[src/rtl/axi_burst_scheduler_pkg.sv]
// Shared types and helpers for the AXI burst scheduler.
// States, grant encodings and the last-byte-address function.
package axi_sched_pkg;

  localparam logic [1:0] ST_IDLE = 2'd0;
  localparam logic [1:0] ST_CMD  = 2'd1;
  localparam logic [1:0] ST_DATA = 2'd2;

  localparam logic GRANT_WR = 1'b1;
  localparam logic GRANT_RD = 1'b0;

  // Start is aligned down to the beat size before adding the span;
  // callers truncate to their address width, which gives the wrap.
  function automatic logic [63:0] last_addr(
    input logic [63:0] addr,
    input logic [3:0]  len,
    input logic [2:0]  size
  );
    logic [63:0] mask;
    logic [63:0] span;
    mask = (64'd1 << size) - 64'd1;
    span = {59'd0, ({1'b0, len} + 5'd1)} << size;
    return (addr & ~mask) + span - 64'd1;
  endfunction

endpackage

[src/rtl/axi_burst_scheduler_if.sv]
// AW/AR request, W/R beat monitor and command bus of the scheduler.
// slave: scheduler side; master: requester/downstream side.
interface axi_burst_scheduler_if #(
  parameter int AXI_AWIDTH = 32
);
  logic                  AWVALID;
  logic                  AWREADY;
  logic [AXI_AWIDTH-1:0] AWADDR;
  logic [3:0]            AWLEN;
  logic [2:0]            AWSIZE;
  logic                  ARVALID;
  logic                  ARREADY;
  logic [AXI_AWIDTH-1:0] ARADDR;
  logic [3:0]            ARLEN;
  logic [2:0]            ARSIZE;
  logic                  WVALID;
  logic                  WREADY;
  logic                  WLAST;
  logic                  RVALID;
  logic                  RREADY;
  logic                  RLAST;
  logic                  CMD_VALID;
  logic                  CMD_READY;
  logic                  CMD_WRITE;
  logic [AXI_AWIDTH-1:0] CMD_ADDR;
  logic [AXI_AWIDTH-1:0] CMD_LAST_ADDR;
  logic [3:0]            CMD_LEN;
  logic [2:0]            CMD_SIZE;

  modport slave (
    input  AWVALID, AWADDR, AWLEN, AWSIZE,
    input  ARVALID, ARADDR, ARLEN, ARSIZE,
    input  WVALID, WREADY, WLAST,
    input  RVALID, RREADY, RLAST,
    input  CMD_READY,
    output AWREADY, ARREADY,
    output CMD_VALID, CMD_WRITE, CMD_ADDR,
    output CMD_LAST_ADDR, CMD_LEN, CMD_SIZE
  );

  modport master (
    output AWVALID, AWADDR, AWLEN, AWSIZE,
    output ARVALID, ARADDR, ARLEN, ARSIZE,
    output WVALID, WREADY, WLAST,
    output RVALID, RREADY, RLAST,
    output CMD_READY,
    input  AWREADY, ARREADY,
    input  CMD_VALID, CMD_WRITE, CMD_ADDR,
    input  CMD_LAST_ADDR, CMD_LEN, CMD_SIZE
  );
endinterface

[src/rtl/axi_burst_scheduler_arbiter.sv]
// Two-requester round-robin arbiter with registered last grant.
// Ports: clk, rst_n, arbitrate, req_wr/req_rd in; grant_wr/grant_rd out.
module axi_sched_arbiter
  import axi_sched_pkg::*;
(
  input  logic clk,
  input  logic rst_n,
  input  logic arbitrate,
  input  logic req_wr,
  input  logic req_rd,
  output logic grant_wr,
  output logic grant_rd
);

  logic last_grant;

  // On a tie the side that did not win last time goes first.
  assign grant_wr = arbitrate & req_wr &
                    (~req_rd | (last_grant == GRANT_RD));
  assign grant_rd = arbitrate & req_rd &
                    (~req_wr | (last_grant == GRANT_WR));

  always_ff @(posedge clk or negedge rst_n) begin
    if (!rst_n) begin
      last_grant <= GRANT_RD;
    end else if (grant_wr) begin
      last_grant <= GRANT_WR;
    end else if (grant_rd) begin
      last_grant <= GRANT_RD;
    end
  end

endmodule

[src/rtl/axi_burst_scheduler.sv]
// Single-outstanding AW/AR burst scheduler with beat-count checking.
// Ports: ACLK, ARESETN, bus (slave modport), BUSY, LEN_ERR.
module axi_burst_scheduler
  import axi_sched_pkg::*;
#(
  parameter int AXI_AWIDTH = 32,
  parameter int AXI_DWIDTH = 64
) (
  input  logic                  ACLK,
  input  logic                  ARESETN,
  axi_burst_scheduler_if.slave  bus,
  output logic                  BUSY,
  output logic                  LEN_ERR
);

  logic [1:0]            state;
  logic [4:0]            beat_cnt;
  logic                  grant_wr;
  logic                  grant_rd;
  logic                  aw_ready;
  logic                  ar_ready;
  logic                  cmd_valid;
  logic                  cmd_write;
  logic [AXI_AWIDTH-1:0] cmd_addr;
  logic [AXI_AWIDTH-1:0] cmd_last;
  logic [3:0]            cmd_len;
  logic [2:0]            cmd_size;
  logic [AXI_AWIDTH-1:0] sel_addr;
  logic [3:0]            sel_len;
  logic [2:0]            sel_size;
  logic                  beat;
  logic                  beat_last;
  logic                  len_bad;

  axi_sched_arbiter u_arb (
    .clk       (ACLK),
    .rst_n     (ARESETN),
    .arbitrate (state == ST_IDLE),
    .req_wr    (bus.AWVALID),
    .req_rd    (bus.ARVALID),
    .grant_wr  (grant_wr),
    .grant_rd  (grant_rd)
  );

  assign sel_addr = grant_wr ? bus.AWADDR : bus.ARADDR;
  assign sel_len  = grant_wr ? bus.AWLEN  : bus.ARLEN;
  assign sel_size = grant_wr ? bus.AWSIZE : bus.ARSIZE;

  // Only the granted direction's beats are seen.
  assign beat = cmd_write ? (bus.WVALID & bus.WREADY)
                          : (bus.RVALID & bus.RREADY);
  assign beat_last = cmd_write ? bus.WLAST : bus.RLAST;
  assign len_bad = ({1'b0, beat_cnt} + 6'd1) !=
                   ({2'b0, cmd_len} + 6'd1);

  always_ff @(posedge ACLK or negedge ARESETN) begin
    if (!ARESETN) begin
      state     <= ST_IDLE;
      beat_cnt  <= '0;
      aw_ready  <= 1'b0;
      ar_ready  <= 1'b0;
      cmd_valid <= 1'b0;
      cmd_write <= 1'b0;
      cmd_addr  <= '0;
      cmd_last  <= '0;
      cmd_len   <= '0;
      cmd_size  <= '0;
      LEN_ERR   <= 1'b0;
    end else begin
      aw_ready <= 1'b0;
      ar_ready <= 1'b0;
      LEN_ERR  <= 1'b0;
      case (state)
        ST_IDLE: begin
          if (grant_wr | grant_rd) begin
            aw_ready  <= grant_wr;
            ar_ready  <= grant_rd;
            cmd_write <= grant_wr;
            cmd_addr  <= sel_addr;
            cmd_last  <= AXI_AWIDTH'(last_addr(
                           64'(sel_addr), sel_len, sel_size));
            cmd_len   <= sel_len;
            cmd_size  <= sel_size;
            state     <= ST_CMD;
          end
        end
        ST_CMD: begin
          // First CMD cycle overlaps the xREADY pulse, so
          // CMD_VALID rises one cycle later.
          if (cmd_valid & bus.CMD_READY) begin
            cmd_valid <= 1'b0;
            beat_cnt  <= '0;
            state     <= ST_DATA;
          end else begin
            cmd_valid <= 1'b1;
          end
        end
        ST_DATA: begin
          if (beat) begin
            if (beat_cnt != 5'd31) begin
              beat_cnt <= beat_cnt + 5'd1;
            end
            if (beat_last) begin
              LEN_ERR <= len_bad;
              state   <= ST_IDLE;
            end
          end
        end
        default: state <= ST_IDLE;
      endcase
    end
  end

  assign bus.AWREADY       = aw_ready;
  assign bus.ARREADY       = ar_ready;
  assign bus.CMD_VALID     = cmd_valid;
  assign bus.CMD_WRITE     = cmd_write;
  assign bus.CMD_ADDR      = cmd_addr;
  assign bus.CMD_LAST_ADDR = cmd_last;
  assign bus.CMD_LEN       = cmd_len;
  assign bus.CMD_SIZE      = cmd_size;
  assign BUSY              = (state != ST_IDLE);

endmodule
[src/flat_wrapper.sv]
// flat-port wrapper written by rule: the top's interface ports become plain ports
module axi_burst_scheduler_flat import axi_sched_pkg::*;
#(
  parameter int AXI_AWIDTH = 32,
  parameter int AXI_DWIDTH = 64
)
  (ACLK, ARESETN, BUSY, LEN_ERR, bus_AWVALID, bus_AWADDR, bus_AWLEN, bus_AWSIZE, bus_ARVALID, bus_ARADDR, bus_ARLEN, bus_ARSIZE, bus_WVALID, bus_WREADY, bus_WLAST, bus_RVALID, bus_RREADY, bus_RLAST, bus_CMD_READY, bus_AWREADY, bus_ARREADY, bus_CMD_VALID, bus_CMD_WRITE, bus_CMD_ADDR, bus_CMD_LAST_ADDR, bus_CMD_LEN, bus_CMD_SIZE);
  axi_burst_scheduler_if #(.AXI_AWIDTH(AXI_AWIDTH)) bus_i ();
  input  logic ACLK;
  input  logic ARESETN;
  output logic BUSY;
  output logic LEN_ERR;
  input wire logic [$bits(bus_i.AWVALID)-1:0] bus_AWVALID;
  input wire logic [$bits(bus_i.AWADDR)-1:0] bus_AWADDR;
  input wire logic [$bits(bus_i.AWLEN)-1:0] bus_AWLEN;
  input wire logic [$bits(bus_i.AWSIZE)-1:0] bus_AWSIZE;
  input wire logic [$bits(bus_i.ARVALID)-1:0] bus_ARVALID;
  input wire logic [$bits(bus_i.ARADDR)-1:0] bus_ARADDR;
  input wire logic [$bits(bus_i.ARLEN)-1:0] bus_ARLEN;
  input wire logic [$bits(bus_i.ARSIZE)-1:0] bus_ARSIZE;
  input wire logic [$bits(bus_i.WVALID)-1:0] bus_WVALID;
  input wire logic [$bits(bus_i.WREADY)-1:0] bus_WREADY;
  input wire logic [$bits(bus_i.WLAST)-1:0] bus_WLAST;
  input wire logic [$bits(bus_i.RVALID)-1:0] bus_RVALID;
  input wire logic [$bits(bus_i.RREADY)-1:0] bus_RREADY;
  input wire logic [$bits(bus_i.RLAST)-1:0] bus_RLAST;
  input wire logic [$bits(bus_i.CMD_READY)-1:0] bus_CMD_READY;
  output wire logic [$bits(bus_i.AWREADY)-1:0] bus_AWREADY;
  output wire logic [$bits(bus_i.ARREADY)-1:0] bus_ARREADY;
  output wire logic [$bits(bus_i.CMD_VALID)-1:0] bus_CMD_VALID;
  output wire logic [$bits(bus_i.CMD_WRITE)-1:0] bus_CMD_WRITE;
  output wire logic [$bits(bus_i.CMD_ADDR)-1:0] bus_CMD_ADDR;
  output wire logic [$bits(bus_i.CMD_LAST_ADDR)-1:0] bus_CMD_LAST_ADDR;
  output wire logic [$bits(bus_i.CMD_LEN)-1:0] bus_CMD_LEN;
  output wire logic [$bits(bus_i.CMD_SIZE)-1:0] bus_CMD_SIZE;
  assign bus_i.AWVALID = bus_AWVALID;
  assign bus_i.AWADDR = bus_AWADDR;
  assign bus_i.AWLEN = bus_AWLEN;
  assign bus_i.AWSIZE = bus_AWSIZE;
  assign bus_i.ARVALID = bus_ARVALID;
  assign bus_i.ARADDR = bus_ARADDR;
  assign bus_i.ARLEN = bus_ARLEN;
  assign bus_i.ARSIZE = bus_ARSIZE;
  assign bus_i.WVALID = bus_WVALID;
  assign bus_i.WREADY = bus_WREADY;
  assign bus_i.WLAST = bus_WLAST;
  assign bus_i.RVALID = bus_RVALID;
  assign bus_i.RREADY = bus_RREADY;
  assign bus_i.RLAST = bus_RLAST;
  assign bus_i.CMD_READY = bus_CMD_READY;
  assign bus_AWREADY = bus_i.AWREADY;
  assign bus_ARREADY = bus_i.ARREADY;
  assign bus_CMD_VALID = bus_i.CMD_VALID;
  assign bus_CMD_WRITE = bus_i.CMD_WRITE;
  assign bus_CMD_ADDR = bus_i.CMD_ADDR;
  assign bus_CMD_LAST_ADDR = bus_i.CMD_LAST_ADDR;
  assign bus_CMD_LEN = bus_i.CMD_LEN;
  assign bus_CMD_SIZE = bus_i.CMD_SIZE;
  axi_burst_scheduler #(.AXI_AWIDTH(AXI_AWIDTH), .AXI_DWIDTH(AXI_DWIDTH)) u_core (.ACLK(ACLK), .ARESETN(ARESETN), .bus(bus_i), .BUSY(BUSY), .LEN_ERR(LEN_ERR));
endmodule
[config.mk]
export PLATFORM = sky130hd
export DESIGN_NAME = axi_burst_scheduler_flat
export DESIGN_NICKNAME = d
export VERILOG_FILES = /design/src/rtl/axi_burst_scheduler_pkg.sv /design/src/rtl/axi_burst_scheduler_if.sv /design/src/rtl/axi_burst_scheduler_arbiter.sv /design/src/rtl/axi_burst_scheduler.sv /design/src/flat_wrapper.sv
export SDC_FILE = /design/constraint.sdc
export NUM_CORES = 1
export LEC_CHECK = 0
export ABC_AREA = 1
export BUFFER_PORTS_ARGS = -buffer_cell sky130_fd_sc_hd__buf_2
export CORE_MARGIN = 1
export CORE_UTILIZATION = 59
export CTS_CLUSTER_SIZE = 20
export DETAILED_ROUTE_END_ITERATION = 8
export GPL_TIMING_DRIVEN = 0
export PLACE_DENSITY = 0.92
export SETUP_SLACK_MARGIN = 0.5
export SLEW_MARGIN = 20
export SYNTH_ARGS = -nofsm -noshare
export SYNTH_HDL_FRONTEND = slang
export SYNTH_HIERARCHICAL = 1
export SYNTH_SLANG_ARGS = --single-unit
[constraint.sdc]
create_clock -name ACLK -period 5.65 [get_ports ACLK]
set_input_delay 0.565 -clock ACLK [delete_from_list [all_inputs] [get_ports ACLK]]
set_output_delay 0.565 -clock ACLK [all_outputs]
set_load 0.1 [all_outputs]
### Word level (Yosys, flattened, before mapping)

Index checks and enable logic that the tools add are counted.

* add/sub/neg operators: 7
* eq/ne operators: 9
* shift operators: 2
* muxes and demuxes: 24
* bitwise gates (word level): 15
* reduce and logical (&&, ||, !) cells: 7

Operators with widths (count)
* 32-bit by 1-bit subtractor with 32-bit output (second input constant): 2
* 32-bit adder: 1
* 32-bit AND: 1
* 32-bit 2-to-1 mux: 1
* 32-bit NOT: 1
* 1-bit by 3-bit << shifter with 32-bit output (first input constant): 1
* 5-bit by 3-bit << shifter with 32-bit output: 1
* 5-bit 2-to-1 mux: 3
* 1-bit 2-to-1 mux: 12
* 4-bit by 1-bit adder with 5-bit output (second input constant): 2
* 2-bit by 1-bit inequality test with 1-bit output (second input constant): 5
* 5-bit case mux with 2 select lines: 1
* 2-bit 2-to-1 mux: 4
* 4-bit AND reduction: 2
* 1-bit AND: 7
* 5-bit by 1-bit adder with 6-bit output (second input constant): 1
* 6-bit inequality test: 1
* 2-bit case mux with 3 select lines: 1
* 2-bit nonzero test: 3
* 5-bit by 1-bit adder with 5-bit output (second input constant): 1
* 5-bit inequality test (second input constant): 1
* 4-bit 2-to-1 mux: 1
* 3-bit 2-to-1 mux: 1
* 1-bit NOT: 3
* other kinds (5): 7

* register bits after elaboration: 84
* input bits: 89
* output and inout port bits: 77
* word-level logic and storage cells: 76

### Depth between registers and ports, before layout

* word-level depth: 10
* mapped depth: 30
* mapped depth without buffers: 29

### Modules after synthesis

Netlist, hierarchy kept.

Modules (own cells, without submodules)
* axi_burst_scheduler: times used 1, cells each 1047, area each 6740.2 sq um, seq. area each 2077.0 sq um
* axi_sched_arbiter: times used 1, cells each 11, area each 63.8 sq um, seq. area each 25.0 sq um

### Least setup slack after synthesis

No wires, ideal clock.

* path kind: reg2reg
* start: register u_core.state[0]
* end: register u_core.cmd_last[17] (netlist: u_core/bus.CMD_LAST_ADDR[17])
* library setup time: 0.068 ns
* arrival time: 3.613 ns
* required time: 5.582 ns
* setup slack: 1.970 ns
* cell stages (with the launch flop): 29
* path buffers: 1
* period minus slack after synthesis: 3.680 ns
* cells stage by stage: dfrtp_1 > nor2_2 > nand2_1 > inv_1 > nand2_1 > inv_1 > nand2_1 > o21ai_1 > buf_2 > inv_2 > nor2_2 > nand2_1 > ha_1 > nand2_1 > ha_1 > inv_1 > ha_1 > inv_1 > fa_1 > inv_1 > nand3_1 > nand3_1 > nand2_1 > nand2_1 > nand2_1 > nand2_1 > xor2_1 > nand2_1 > nand2_1

* longest elaborated chain between the ends: 10
* elaborated cells between the ends (all ways): 18
* those cells by class: add/sub: 4; shift: 2; mux: 3; bitwise: 7; reduce/logical: 2

RTL lines
* start, declared: line axi_burst_scheduler.sv:16 `logic [1:0] state;`
* start signal, assigned: line axi_burst_scheduler.sv:58 `state <= ST_IDLE;`
* start signal, assigned: line axi_burst_scheduler.sv:84 `state <= ST_CMD;`
* start signal, assigned: line axi_burst_scheduler.sv:93 `state <= ST_DATA;`
* 2-bit zero test (*): line axi_burst_scheduler.sv:38 `.arbitrate (state == ST_IDLE),`
* 1-bit AND (*) (2 in series): line axi_burst_scheduler_arbiter.sv:18 `assign grant_wr = arbitrate & req_wr &`
* via u_core.grant_wr: line axi_burst_scheduler.sv:18 `logic grant_wr;`
* 3-bit 2-to-1 mux: line axi_burst_scheduler.sv:47 `assign sel_size = grant_wr ? bus.AWSIZE : bus.ARSIZE;`
* 1-bit by 3-bit << shifter with 32-bit output: line axi_burst_scheduler_pkg.sv:21 `mask = (64'd1 << size) - 64'd1;`
* 32-bit by 1-bit subtractor with 32-bit output: line axi_burst_scheduler_pkg.sv:21
* 32-bit NOT: line axi_burst_scheduler_pkg.sv:23 `return (addr & ~mask) + span - 64'd1;`
* 32-bit AND: line axi_burst_scheduler_pkg.sv:23
* 32-bit adder: line axi_burst_scheduler_pkg.sv:23
* 32-bit by 1-bit subtractor with 32-bit output: line axi_burst_scheduler_pkg.sv:23
* end signal, assigned: line axi_burst_scheduler.sv:80 `cmd_last <= AXI_AWIDTH'(last_addr(`
* end, declared: line axi_burst_scheduler.sv:25 `logic [AXI_AWIDTH-1:0] cmd_last;`

The timed path passes the listed nets; every way through them passes the cells marked *.
A chain may end at the register's enable or synchronous reset.

### Worst setup path after layout

Same ends and word-level chain as after synthesis.

==> flow_summary.toml <==
[detailed_routing]
wl_per_cell_um = 14.9
via_per_inst = 5.40
drt_iter0_drc = 696
routed_wl_um = 20600
vias = 7451
firstDrtPassIters = 7
ant_nets = 0
drc_errors = 0

[sta]
fin_setup_tns_ns = 0
period_share = 0.807
hold_violations = 0
maxSlewHeadroom = 0.575
rsz0062_at_grt = "false"
timing.fmax_mhz = 219
drv_slew = 0
finalSetupViolCount = 0
fin_skew_ns = 0.00742
worst_slew_pin_slew_ns = 0.637
period_needed_ns = 4.56

[clocking]
cts-root-buf = "clkbuf_16"
clockBufferDepth = 2
clk_pin_slew_ns = 0.07
htree_levels = 3
post_cts_buffers = 0
cts_tree = "built"
post_cts_resized = 0
clk_latency_ns = 0.35
cts.sink_count = 84
numCtsBuffers = 9
hold_buffers = 0

[floorplanning]
die_w_um = 109
std_cell_rows = 38
io_pins = 166
start_util = 0.617
dieHeight_um = 109
coreArea_mm2 = 0.0110
die-area_mm2 = 0.0120

[synth]
syn_nets = 1196
ys_top_cells_by_area = "dfrtp_1 31%, nand2_1 24%, inv_1 9.2%"
syn_inst = 1058
ys_seq_elements = 84
synth_edf_count = 0
yosys.area.top_type_share = 0.309
async_flop_share = 1.00
ys_seq_area_frac = 0.309
synth_warnings = 6
yosys.area.top_type = "dfrtp_1"
syn_area_mm2 = 0.00680
yosysMostFrequentCell = "nand2_1"
avgSynthCellArea_um2 = 6.43
ys_types = 40
synth_top_flop_cell = "dfrtp_1"
synthTopCellsByCount = "427 x nand2_1, 167 x inv_1, 84 x dfrtp_1, 67 x nor2_1, 52 x nand3_1"

[place]
portBuffers = 165
place_area_mm2 = 0.00784
hpwl_um = 16000
place_congestion = 0.973

[setup_path]
rr_startpoint = "u_core/state[0]"
crit_start = "u_core/state[0]"
crit_slowest_cell = "dfrtp_1"
crit_path_max_incr_delay_ns = 0.43
crit_path_end_kind = "flop"
cpMostUsedCell = "nand2_1"
critPathKind = "reg2reg"
crit_required_ns = 5.93
crit_path_start_kind = "flop"
worstPathMaxFanout = 10
worstPathArrival_ns = 4.84

[global_routing]
antenna_found_initial = 0
grt.total_usage = 0.356
overflow = 0
grt_max_degree = 49
grt_first_pass_wirelength_um = 32400
grt_pass1_vias = 6971

[run_status]
run_status = "completed"

[finish]
fin_area_mm2 = 0.00814
fillCellCount = 883
drive_gt1_frac = 0.191
area_growth_pct = 19.6
antenna_cells = 0
finalNetCount = 1373

[hold_path]
hold_class = "in2async"

[flow_run]
maxCapViolCount = 0
[placed cells by master (no fill, tap or decap), types with 5 or more instances in the layout]
cell and count:
a21oi_1 20, a31oi_1 20, buf_2 177, buf_4 6
clkbuf_1 7, clkbuf_16 9, dfrtp_1 84, ha_1 48
inv_1 167, inv_2 7, mux2i_1 5, nand2_1 427
nand3_1 52, nand3b_1 5, nand4_1 6, nor2_1 67
nor3_1 5, o21ai_0 41, o21ai_1 9, o21ai_2 5
or2_2 13, xnor2_1 17, xor2_1 5
[critical path: cells and delay by family, from the launching register on]
family	cells	cell delay, ns
simple gates	15	1.49
fa+ha+maj	4	1.25
buf+inv	7	0.94
flops	1	0.43
compound gates	1	0.20
xor+xnor	1	0.18
[worst paths after layout]
kind                                           endpoint  slack [ns]  cells past startpoint
min                             u_core/bus.CMD_ADDR[18]        0.18                      1
max                        u_core/bus.CMD_LAST_ADDR[17]        1.09                     28
max reg2reg                u_core/bus.CMD_LAST_ADDR[17]        1.09                     28
max in group asynchronous   u_core/bus.CMD_LAST_ADDR[6]        4.86                      2
min reg2reg                u_core/bus.CMD_LAST_ADDR[27]        0.48                      2
min in group ACLK          u_core/bus.CMD_LAST_ADDR[27]        0.48                      2
[area by class of cell]
cell class | instances | area (um^2) | area share
clock buffers | 11 | 243 | 0.0298
flip-flops and latches | 84 | 2100 | 0.258
inverters | 174 | 653 | 0.0803
multi-input cells | 775 | 3910 | 0.481
clock inverters | 5 | 60.1 | 0.00738
well taps | 140 | 175 | 0.0215
repair buffers | 166 | 856 | 0.105
plain buffers | 25 | 136 | 0.0168
[per-layer routing]
metal	GRT usage	up-vias	wire length, um
met5	0	-	0
met4	0.192	0	788
met3	0.0628	62	1830
met2	0.584	381	9350
met1	0.446	3365	8590
li1	-	3643	-
[logic make-up (layout without fill, tap and decap cells)]
kind of cell,count (synthesis),count (layout),synth area share
XOR/XNOR,22,22,0.0283
adder cells (fa/ha/maj),49,49,0.0912
AND/OR/NAND/NOR,594,594,0.361
multiplexers,5,5,0.00736
AO/OA/AOI/OAI,105,105,0.0875
flip-flops,84,84,0.309
buffers and inverters,199,381,0.116
[flip-flops by register name, indices dropped and copies added, names as in the netlist, 2 cells and up]
name / cells
u_core/bus.CMD_SIZE: 3
u_core/state: 2
u_core/bus.CMD_LEN: 4
u_core/beat_cnt: 5
u_core/bus.CMD_ADDR: 32
u_core/bus.CMD_LAST_ADDR: 32
[stage by stage]
step | setup slack (ns) | hold WS (ns) | util | std cells
after floorplan | 1.97 | 0.269 | - | 1058
after global placement | 1.33 | 0.459 | 0.708 | 1363
after detailed placement | 1.18 | 0.460 | 0.710 | 1364
after CTS | 1.20 | 0.198 | 0.738 | 1380
after global routing | 0.730 | 0.221 | 0.738 | 1380
final | 1.09 | 0.183 | 0.738 | 1380
Power is left out: the tool's default activity adds up to more than one toggle a clock period on the data nets, which glitch-free logic cannot reach.
